<file path="src/rtl/seq_multiplier.sv">
// seq_multiplier: sequential shift-add multiplier, one multiplier bit per clock.
// Unsigned or two's-complement operands, start/ready/done handshake.
// Optional build macro SEQ_MULTIPLIER_EARLY_EXIT_EN: leaves MUL as soon as
// the remaining multiplier bits are all zero. Results match the default
// build; only the latency is shorter.
module seq_multiplier #(
   parameter int WIDTH = 8
) (
   input  logic               clock,
   input  logic               reset,
   input  logic               start,
   input  logic               signed_mode,
   input  logic [WIDTH-1:0]   multiplicand,
   input  logic [WIDTH-1:0]   multiplier,
   output logic [2*WIDTH-1:0] product,
   output logic               ready,
   output logic               done
);

   // state | meaning
   // IDLE  | ready=1, waiting for start; product holds the last result
   // MUL   | one multiplier bit per edge, accumulating magnitudes
   // SIGN  | apply the result sign, update product, pulse done
   typedef enum logic [1:0] {IDLE, MUL, SIGN} state_t;

   localparam int CW = (WIDTH > 2) ? $clog2(WIDTH) : 1;
   localparam logic [CW-1:0] LAST = CW'(WIDTH - 1);

   state_t               state;
   logic [2*WIDTH-1:0]   mcand_q;
   logic [WIDTH-1:0]     mplier_q;
   logic [2*WIDTH-1:0]   acc_q;
   logic [CW-1:0]        cnt_q;
   logic                 neg_q;

   logic [WIDTH-1:0]     mag_a;
   logic [WIDTH-1:0]     mag_b;
   logic                 early_exit;

   // Operand magnitudes; -2^(WIDTH-1) maps to 2^(WIDTH-1), which still fits
   // the unsigned WIDTH-bit magnitude.
   always_comb begin
      mag_a = multiplicand;
      mag_b = multiplier;
      if (signed_mode && multiplicand[WIDTH-1]) mag_a = -multiplicand;
      if (signed_mode && multiplier[WIDTH-1])   mag_b = -multiplier;
   end

   // True when the multiplier left after this edge's shift has no set bits.
   always_comb begin
`ifdef SEQ_MULTIPLIER_EARLY_EXIT_EN
      early_exit = (mplier_q[WIDTH-1:1] == '0);
`else
      early_exit = 1'b0;
`endif
   end

   // Control FSM with datapath registers and registered handshake outputs.
   always_ff @(posedge clock or posedge reset) begin
      if (reset) begin
         state    <= IDLE;
         mcand_q  <= '0;
         mplier_q <= '0;
         acc_q    <= '0;
         cnt_q    <= '0;
         neg_q    <= 1'b0;
         product  <= '0;
         ready    <= 1'b1;
         done     <= 1'b0;
      end else begin
         done <= 1'b0;
         case (state)
            IDLE: begin
               if (start) begin
                  mcand_q  <= {{WIDTH{1'b0}}, mag_a};
                  mplier_q <= mag_b;
                  neg_q    <= signed_mode & (multiplicand[WIDTH-1] ^ multiplier[WIDTH-1]);
                  acc_q    <= '0;
                  cnt_q    <= '0;
                  ready    <= 1'b0;
                  state    <= MUL;
               end
            end
            MUL: begin
               if (mplier_q[0]) acc_q <= acc_q + mcand_q;
               mcand_q  <= mcand_q << 1;
               mplier_q <= mplier_q >> 1;
               cnt_q    <= cnt_q + 1'b1;
               if ((cnt_q == LAST) || early_exit) state <= SIGN;
            end
            SIGN: begin
               product <= neg_q ? -acc_q : acc_q;
               done    <= 1'b1;
               ready   <= 1'b1;
               state   <= IDLE;
            end
            default: begin
               ready <= 1'b1;
               state <= IDLE;
            end
         endcase
      end
   end

endmodule

</file>
<file path="config.mk">
export PLATFORM = sky130hd
export DESIGN_NAME = seq_multiplier
export DESIGN_NICKNAME = d
export VERILOG_FILES = /design/src/rtl/seq_multiplier.sv
export SDC_FILE = /design/constraint.sdc
export NUM_CORES = 1
export LEC_CHECK = 0
export BUFFER_PORTS_ARGS = -buffer_cell sky130_fd_sc_hd__buf_2
export CAP_MARGIN = 20
export CORE_MARGIN = 2
export CORE_UTILIZATION = 45
export CTS_CLUSTER_DIAMETER = 30
export DETAILED_ROUTE_END_ITERATION = 10
export PLACE_DENSITY = 0.72
export SLEW_MARGIN = 40
export SYNTH_ARGS = -nofsm -noshare
export SYNTH_HDL_FRONTEND = slang
export SYNTH_SLANG_ARGS = --single-unit
export TNS_END_PERCENT = 5
</file>
<file path="constraint.sdc">
create_clock -name clock -period 2.7 [get_ports clock]
set_clock_uncertainty 0.15 [all_clocks]
set_input_delay 0.27 -clock clock [delete_from_list [all_inputs] [get_ports clock]]
set_output_delay 0.27 -clock clock [all_outputs]
set_load 0.02 [all_outputs]
</file>
==> summary.md <==
| Metric | Value |
|---|---|
| Status | finished, final reports clean |
| Worst vdd ir | 0.000432 V |
| Worst Hold Class | primary input to flip-flop |
| Final Hold Fails | 0 |
| Maximum clock frequency | 0.397 GHz |
| CP Data Arrival Time | 2.65 ns |
| Crit-path slowest cell | or4b_1 |
| Commonest non-fill, non-tap cells in the layout | nand2_1 (70), dfrtp_1 (63), o21ai_0 (59), buf_2 (37), xor2_1 (21) |
| Final ANT Viol Nets | 0 |
| Leak pwr | 1.99 nW |
| RR Startpoint | mcand_q[1] |
| Commonest non-fill, non-tap cell in the layout | nand2_1 |
| Crit. End Element | flip-flop |
| Critical Path End | acc_q[15] |
| Die area | 0.00899 mm^2 |
| Hold Worst Slack | 0.0265 ns |
| Initial Utilization | 45.9% |
| Ys flop type | dfrtp_1 |
| Total global-route track usage | 19.2% |
| Core ar. | 0.00809 mm^2 |
| Die height | 94.8 um |
| Warnings, synthesis | 0 |
| Clk root buf | clkbuf_8 |
| Most crowded layer after global routing | met2 |
| Pin count of the biggest net entering global routing | 35 |
| Top-level port count | 38 |
| CTS tree | yes |
| Setup TNS Final | 0 ns |
| Average wire per standard cell | 13.9 um |
| Setup CP Type | flip-flop to flip-flop |
| FP Rows | 33 |
| Global-route wire length before repair | 13300 um |
| Asr flop ratio synth | 100% |
| Gate count of the mapped netlist | 407 |
| Pwr dens | 1160 mW/mm^2 |
| Reg-to-Reg End | acc_q[15] |
| Max_cap viols | 0 |
| Via count | 2982 |
| CP cell instances | ha_1 > a211oi_2 > o21ai_2 > a211oi_2 > o21bai_1 > or4b_1 > nand3_2 > mux2i_1 |
| # nets final | 489 |
| GRT overflow | 0 |
| Setup violators final | 0 |
| Cts bufs inserted | 9 |
| Layout cells sized above 1 | 16.8% |
| Max-slew headroom | 56.5% |
| M1 GR Usage | 24.6% |
| Post-synth cell types | 49 |
| Worst reg-to-reg setup slack | 0.18 ns |
| Pre-CTS setup slack | 0.154 ns |
| Post-synth EDFFs | 0 |
| Post-Route WL | 7760 um |
| Post-Syn Area | 0.00371 mm^2 |
| DRC Markers | 0 |
| Non-Filler Instances | 558 |
| Yosys reg bits | 64 |
| Crit-path max cell delay | 0.49 ns |
| Antenna cells | 0 |
| FF-to-FF path depth | 8 |
| GR met2 Demand/Resource | 30.9% |
| CP dominant cell by count | a211oi_2 |
| Clock Latency Late Sink | 0.35 ns |
| Syn Area/Cell | 9.12 um^2 |
| H-tree levels | 3 |
| Clk buf depth | 2 |
| Area growth, synth to finish | 14.3% |
| Power Total | 4.92 mW |
| First-pass DRT Iterations | 4 |
| Slew at the pin with the worst max-slew slack | 0.651 ns |
| Maximum fanout along the worst path | 3 |
| Initial antenna violation count | 0 |
| Min cycle time layout | 2.52 ns |
| Met3 usage | 5.91% |
| Crit path required time | 2.83 ns |
| Final Max Slew Viols | 0 |
| Clock Sinks | 64 |
| Clock-pin slew on the worst setup and hold paths | 0.07 ns |
| CP Launch Point | mcand_q[1] |
| Cell total after placement | 540 |
| Final period util | 93.3% |
| Syn Nets | 448 |
| Via/cell ratio | 5.34 |
| Die X | 94.8 um |
| Post-synthesis sequential area ratio | 43.2% |
| Vias in the first global route | 2850 |
| DP HPWL | 5790 um |
| Initial drt markers | 126 |
| Gp weighted congestion | 0.915 |
| Number of port buffers | 37 |
| Final worst slack | 0.180 ns |
| Unrepaired setup endpoints after global routing | no |
| CP startpoint kind | flip-flop |
## worst max-delay path: cells and delay by family (launching register included)
kind            cells  cell delay (ns)
fa+ha+maj           1             0.34
simple gates        2             0.58
flops               1             0.41
mux                 1             0.17
compound gates      4             0.80
## how the worst min path moves through the flow
| stage | cells past startpoint | start | end | slack [ns] |
|---|---|---|---|---|
| global placement | 2 | reset | product[13] | 0.24 |
| floorplan | 2 | multiplier[0] | mplier_q[0] | 0.25 |
| CTS | 3 | multiplier[7] | mplier_q[7] | 0.02 |
| detailed placement | 2 | reset | product[13] | 0.26 |
| finish | 3 | multiplier[7] | mplier_q[7] | 0.03 |
| global route | 3 | multiplier[7] | mplier_q[7] | 0.02 |
## cells by family (layout without fill, tap and decap cells)
group,after synthesis,count (layout),synth area share (%)
AO/OA/AOI/OAI,125,125,21.3
adder cells (fa/ha/maj),21,21,7.28
buffers and inverters,32,78,3.24
AND/OR/NAND/NOR,125,125,15.4
XOR/XNOR,36,36,8.49
multiplexers,4,4,1.08
flip-flops,64,64,43.2
## through the flow
step                      area, um^2  util, %
final                           4240     52.4
after global routing            4240     52.4
after CTS                       4230     52.2
after detailed placement        4040     49.9
after global placement          4030     49.8
after floorplan                 3710        -
## registers in the layout (all words and copies together), names as in the netlist
| register | count |
|---|---|
| acc_q | 16 |
| mcand_q | 16 |
| product | 16 |
| mplier_q | 8 |
| cnt_q | 3 |
| state | 2 |
| done | 1 |
| neg_q | 1 |
| ready | 1 |
## final cells by class
cell class                 count  area (um^2)
inverter                      16         60.1
sequential                    64         1600
tap                          105          131
clock buffer                  12          135
clock inverter                 4         45.0
multi-input combinational    311         2000
fill                         761         3850
timing repair buffer          46          268
## routing by layer
| metal | vias to the layer above | wire (um) |
|---|---|---|
| li1 | 1523 | - |
| met1 | 1378 | 3550 |
| met2 | 71 | 3670 |
| met3 | 10 | 447 |
| met4 | 0 | 93 |
| met5 | - | 0 |
## Yosys cell counts (all sizes together) (4+ instances only)
master | number | area share [%]
a21o | 6 | 1.2
inv | 16 | 1.6
nor2 | 17 | 1.7
nor3 | 6 | 0.94
a31oi | 10 | 1.7
nand2b | 4 | 0.67
mux2i | 4 | 1.1
dfrtp | 63 | 42
xor2 | 21 | 5.0
a22oi | 13 | 2.6
nor2b | 5 | 0.84
nand3 | 9 | 1.3
a21oi | 10 | 1.3
xnor2 | 15 | 3.5
nand2 | 70 | 7.1
o21ai | 62 | 8.5
o31ai | 5 | 1.1
clkbuf | 15 | 1.5
ha | 20 | 6.7
## power by group
part	total, mW	switching, mW	internal (mW)
clock	0.776	0.354	0.422
sequential	1.74	0.373	1.37
combinational	2.40	1.41	0.992
## what timing repair did
item | in CTS | in global routing
hold buffers | 1 | 0
gates resized for setup | 0 | 2
buffers inserted | 0 | 1
setup endpoints to repair | 0 | 3
hold endpoints to repair | 30 | 0
Power figures use the tool's default switching activity.
